$ cat config.mk
export PLATFORM = sky130hd
export DESIGN_NAME = bank_context_stack_flat
export DESIGN_NICKNAME = d
export VERILOG_FILES = /design/src/rtl/bank_context_stack_if.sv /design/src/rtl/bank_context_stack.sv /design/src/flat_wrapper.sv
export SDC_FILE = /design/constraint.sdc
export NUM_CORES = 1
export LEC_CHECK = 0
export BUFFER_PORTS_ARGS = -buffer_cell sky130_fd_sc_hd__buf_2
export CORE_MARGIN = 2
export CORE_UTILIZATION = 55
export CTS_BUF_LIST = sky130_fd_sc_hd__clkbuf_4
export CTS_CLUSTER_DIAMETER = 40
export CTS_CLUSTER_SIZE = 40
export DETAILED_ROUTE_END_ITERATION = 8
export MAX_ROUTING_LAYER = met4
export PLACE_DENSITY = 0.84
export SETUP_SLACK_MARGIN = 0.05
export SKIP_LAST_GASP = 1
export SYNTH_ARGS = -nofsm -noshare
export SYNTH_HDL_FRONTEND = slang
export SYNTH_SLANG_ARGS = --single-unit
$ cat constraint.sdc
create_clock -name clk -period 2.3 [get_ports clk]
set_input_delay 0.115 -clock clk [delete_from_list [all_inputs] [get_ports clk]]
set_output_delay 0.115 -clock clk [all_outputs]
set_load 0.05 [all_outputs]
$ cat src/rtl/bank_context_stack_if.sv
// bank_context_stack_if: control inputs and bank/level/status outputs of the bank context stack
interface bank_context_stack_if #(
    parameter int BANK_W = 2,
    parameter int LVL_W  = 2
);
    logic              sBank;
    logic [BANK_W-1:0] sAddrBank;
    logic              irq_enter;
    logic              irq_exit;
    logic              clr;
    logic [BANK_W-1:0] bank;
    logic [LVL_W-1:0]  level;
    logic              inter;
    logic              full;
    logic              ovf;
    logic              unf;

    modport master (
        output sBank, sAddrBank, irq_enter, irq_exit, clr,
        input  bank, level, inter, full, ovf, unf
    );

    modport slave (
        input  sBank, sAddrBank, irq_enter, irq_exit, clr,
        output bank, level, inter, full, ovf, unf
    );
endinterface

$ cat src/rtl/bank_context_stack.sv
// bank_context_stack: per-nesting-level register bank stack with sticky overflow/underflow flags
// Optional macro BANK_INHERIT_EN: a newly entered level starts with the caller's bank instead of IRQ_BANK.
module bank_context_stack #(
    parameter int BANK_W   = 2,
    parameter int DEPTH    = 4,
    parameter int LVL_W    = 2,
    parameter int IRQ_BANK = 0,
    parameter int RST_BANK = 0
) (
    input logic clk,
    input logic rst,
    bank_context_stack_if.slave bus
);
    localparam logic [BANK_W-1:0] IRQ_VAL = BANK_W'(IRQ_BANK);
    localparam logic [BANK_W-1:0] RST_VAL = BANK_W'(RST_BANK);
    localparam logic [LVL_W-1:0]  TOP     = LVL_W'(DEPTH - 1);

    logic [BANK_W-1:0] bank_reg [DEPTH];
    logic [LVL_W-1:0]  lvl;
    logic [LVL_W-1:0]  lvl_nxt;
    logic [LVL_W-1:0]  wr_idx;
    logic [BANK_W-1:0] wr_val;
    logic [BANK_W-1:0] fresh;
    logic              wr_en;
    logic              ovf_set;
    logic              unf_set;
    logic              ovf;
    logic              unf;
    logic              at_top;
    logic              at_bot;

    assign at_top = lvl == TOP;
    assign at_bot = lvl == '0;

`ifdef BANK_INHERIT_EN
    assign fresh = bus.sBank ? bus.sAddrBank : bank_reg[lvl];
`else
    assign fresh = bus.sBank ? bus.sAddrBank : IRQ_VAL;
`endif

    // Resolve enter/exit/tail-chain/write priority into one entry write plus the next level
    always_comb begin
        lvl_nxt = lvl;
        wr_en   = 1'b0;
        wr_idx  = lvl;
        wr_val  = bus.sAddrBank;
        ovf_set = 1'b0;
        unf_set = 1'b0;
        if (bus.irq_enter && bus.irq_exit) begin
            unf_set = at_bot;
            lvl_nxt = at_bot ? LVL_W'(1) : lvl;
            wr_idx  = lvl_nxt;
            wr_val  = fresh;
            wr_en   = 1'b1;
        end else if (bus.irq_enter) begin
            ovf_set = at_top;
            lvl_nxt = at_top ? lvl : lvl + LVL_W'(1);
            wr_idx  = lvl_nxt;
            wr_val  = at_top ? bus.sAddrBank : fresh;
            wr_en   = at_top ? bus.sBank : 1'b1;
        end else if (bus.irq_exit) begin
            unf_set = at_bot;
            lvl_nxt = at_bot ? lvl : lvl - LVL_W'(1);
            wr_en   = at_bot & bus.sBank;
        end else begin
            wr_en   = bus.sBank;
        end
    end

    // Level counter, entry array and sticky flags; a set beats a simultaneous clear
    always_ff @(posedge clk or posedge rst) begin
        if (rst) begin
            lvl <= '0;
            ovf <= 1'b0;
            unf <= 1'b0;
            for (int i = 0; i < DEPTH; i++) bank_reg[i] <= RST_VAL;
        end else begin
            lvl <= lvl_nxt;
            ovf <= ovf_set | (ovf & ~bus.clr);
            unf <= unf_set | (unf & ~bus.clr);
            if (wr_en) bank_reg[wr_idx] <= wr_val;
        end
    end

    assign bus.bank  = bank_reg[lvl];
    assign bus.level = lvl;
    assign bus.inter = !at_bot;
    assign bus.full  = at_top;
    assign bus.ovf   = ovf;
    assign bus.unf   = unf;
endmodule

$ cat src/flat_wrapper.sv
// flat-port wrapper written by rule: the top's interface ports become plain ports
module bank_context_stack_flat 
#(
    parameter int BANK_W   = 2,
    parameter int DEPTH    = 4,
    parameter int LVL_W    = 2,
    parameter int IRQ_BANK = 0,
    parameter int RST_BANK = 0
)
  (clk, rst, bus_sBank, bus_sAddrBank, bus_irq_enter, bus_irq_exit, bus_clr, bus_bank, bus_level, bus_inter, bus_full, bus_ovf, bus_unf);
  bank_context_stack_if #(.BANK_W(BANK_W), .LVL_W(LVL_W)) bus_i ();
  input logic clk;
  input logic rst;
  input wire logic [$bits(bus_i.sBank)-1:0] bus_sBank;
  input wire logic [$bits(bus_i.sAddrBank)-1:0] bus_sAddrBank;
  input wire logic [$bits(bus_i.irq_enter)-1:0] bus_irq_enter;
  input wire logic [$bits(bus_i.irq_exit)-1:0] bus_irq_exit;
  input wire logic [$bits(bus_i.clr)-1:0] bus_clr;
  output wire logic [$bits(bus_i.bank)-1:0] bus_bank;
  output wire logic [$bits(bus_i.level)-1:0] bus_level;
  output wire logic [$bits(bus_i.inter)-1:0] bus_inter;
  output wire logic [$bits(bus_i.full)-1:0] bus_full;
  output wire logic [$bits(bus_i.ovf)-1:0] bus_ovf;
  output wire logic [$bits(bus_i.unf)-1:0] bus_unf;
  assign bus_i.sBank = bus_sBank;
  assign bus_i.sAddrBank = bus_sAddrBank;
  assign bus_i.irq_enter = bus_irq_enter;
  assign bus_i.irq_exit = bus_irq_exit;
  assign bus_i.clr = bus_clr;
  assign bus_bank = bus_i.bank;
  assign bus_level = bus_i.level;
  assign bus_inter = bus_i.inter;
  assign bus_full = bus_i.full;
  assign bus_ovf = bus_i.ovf;
  assign bus_unf = bus_i.unf;
  bank_context_stack #(.BANK_W(BANK_W), .DEPTH(DEPTH), .LVL_W(LVL_W), .IRQ_BANK(IRQ_BANK), .RST_BANK(RST_BANK)) u_core (.clk(clk), .rst(rst), .bus(bus_i));
endmodule
==> impl_metrics.toml <==
[finish]
final_area_um2 = 900
nFillCells = 101
drive_gt1_share_pct = 45.2
syn_to_final_growth_pct = 16.3
finalNetCount = 98
final_common_cell = "buf_2"
n_antenna_cell = 0
most-common-layout-cells = "15 x buf_2, 11 x dfrtp_1, 8 x inv_1"
stdcell_count = 99
largest_reg_flops = 8
post-route-util_pct = 69.1

[placed_design]
place_ws_ns = 0.255
gp_congestion = 0.810
port_buffers = 15
placed_area_um2 = 863
hpwl_um = 1140
dp_cells = 94

[grt]
antenna_found_initial = 0
grt_overflow = 0
first_global_vias = 532
grtUsageTotal_pct = 20.2
grt_pass1_wl_um = 2520
grt_max_degree = 13

[worst_setup_path]
cp_data_arrival_time_ns = 2.25
reg2reg_slack_ns = 0.23
cp-end-kind = "register"
critical_path_class = "reg2reg"
rr_endpoint = "u_core.bank_reg[2]"
worst_ep_required_time_ns = 2.48
r2r_start = "u_core.bus.level[0]"
reg2reg_depth = 7
cp_max_fo = 7
startpoint_type = "register"

[clock_network]
post_cts_buffers = 0
clockBufferDepth = 2
clk_pin_slew_worst_paths_ns = 0.09
cts_sinks = 12
cts_tree = "done"
clk_latency_ns = 0.29
cts_buffers = 3
cts_root_buffer = "clkbuf_4"
cts_max_level = 1

[hold_path]
hold_class = "in2reg"
hold_end = "u_core.bus.ovf"
hold-path-cell-count = 2
hp-start = "bus_clr"

[detailed_routing]
first_iter_violations = 9
dr.pass1.iters = 4
drt-total-wl_um = 1460
wl_per_cell_um = 14.8
antenna_left = 0
vias = 520
routed_via_density = 5.25
remaining_drc_errors = 0

[logic_synthesis]
ys_types = 25
synthFlopType = "dfrtp_1"
syn_inst = 65
seq_area_frac_synth_pct = 38.8
synth-seq-cells = 12
synth_warnings = 0
synth_area_per_cell_um2 = 11.9
async_reset_ff_share_pct = 100
syn_nets = 78
syn_area_um2 = 773
synth_edf_count = 0

[timing]
skew_ns = 0.00433
finalMaxSlewViolations = 0
finalCritPeriodShare_pct = 90.1
rsz0062_at_grt = "false"
worst_pin_slew_ns = 0.472
setup_tns_ns = 0
setup_viol = 0
fin_ws_ns = 0.228
fmax_mhz = 483
finalHoldViolCount = 0
relSlewSlack_pct = 68.5
min_period_ns = 2.07

[status]
outcome = "finished clean"

[power]
vdd.ir_drop.worst_mv = 0.805
p_leak_nw = 0.458
power_density_mw_per_mm2 = 1550

[flow_run]
cap_violations = 0

[floorplan]
dieHeight_um = 41.5
die_w_um = 41.5
dieArea_mm2 = 0.00172
num_rows = 13
start_util_pct = 59.4
num_io_pins = 16
core_area_mm2 = 0.00130
## critical path, cell delays in order, from the launching register on
cell and delay (ns):
dfrtp_1 0.47, inv_1 0.18, ha_1 0.24, nand2b_1 0.23, a21oi_2 0.10, nor3b_2 0.24, and2b_4 0.20, mux2_4 0.30
## routing by layer
metal	vias to the layer above	wire (µm)	share of wire, %	global-route usage (%)
li1	262	-	-	-
met1	238	668	46	24.4
met2	17	707	48	33.1
met3	3	69	4.7	5.22
met4	0	18	1.2	5.81
met5	-	0	0	-
## report_power, final
part / internal, W / switching (W)
logic: 0.000335 / 0.000512
registers: 0.000310 / 0.0000923
clock network: 0.0000631 / 0.0000823
## how the worst max path moves through the flow
stage | slack, ns | to | start
2_1_floorplan | 0.07 | u_core.bank_reg[0] | u_core.bus.level[0]
3_3_place_gp | 0.28 | u_core.bank_reg[1] | u_core.bus.level[0]
3_5_place_dp | 0.26 | u_core.bank_reg[0] | u_core.bus.level[0]
4_1_cts | 0.22 | u_core.bank_reg[2] | u_core.bus.level[0]
5_1_grt | 0.11 | u_core.bank_reg[2] | u_core.bus.level[0]
6_report | 0.23 | u_core.bank_reg[2] | u_core.bus.level[0]
## what timing repair did
item                       in CTS  in global routing
hold endpoints to repair       12                  0
hold buffers                    1                  0
setup endpoints to repair       0                  0
gates resized for setup         0                  0
## area by class of cell
class	instances	area, µm²	area share (%)
well taps	15	18.8	2.09
repair buffers	16	85.1	9.46
multi-input cells	44	438	48.7
flip-flops and latches	12	302	33.5
clock buffers	3	22.5	2.50
clock inverters	1	3.75	0.417
inverters	8	30.0	3.34
## cell usage after synthesis, types with 2 or more instances
| master | number | share of area, % |
|---|---|---|
| dfrtp_1 | 12 | 39 |
| nor3_1 | 2 | 1.3 |
| mux2_1 | 2 | 2.9 |
| inv_1 | 8 | 3.9 |
| nor2_1 | 3 | 1.5 |
| ha_1 | 5 | 8.1 |
| o22ai_1 | 2 | 1.6 |
| and2_2 | 2 | 1.9 |
| and2b_4 | 2 | 2.6 |
| nand2_1 | 2 | 0.97 |
| mux2_4 | 6 | 12 |
| o21ai_0 | 3 | 1.9 |
| mux4_2 | 2 | 5.8 |
| mux2i_1 | 3 | 3.9 |
## kinds of logic (layout without fill, tap and decap cells)
logic type | Yosys count | in the layout | synth area share (%)
xor+xnor | 1 | 1 | 1.13
compound gates | 9 | 9 | 9.22
flops | 12 | 12 | 38.8
fa+ha+maj | 5 | 5 | 8.09
buf+inv | 9 | 28 | 4.85
mux | 13 | 13 | 24.3
simple gates | 16 | 16 | 13.6
## stage by stage
stage	hold WS [ns]	total power, W
final	0.0234	0.00139
after global routing	0.0202	0.00147
after CTS	0.0271	0.00140
after detailed placement	0.147	0.00125
after global placement	0.132	0.00123
after floorplan	-0.0204	0.00109
Note: power is estimated with default switching activity, not from simulation.
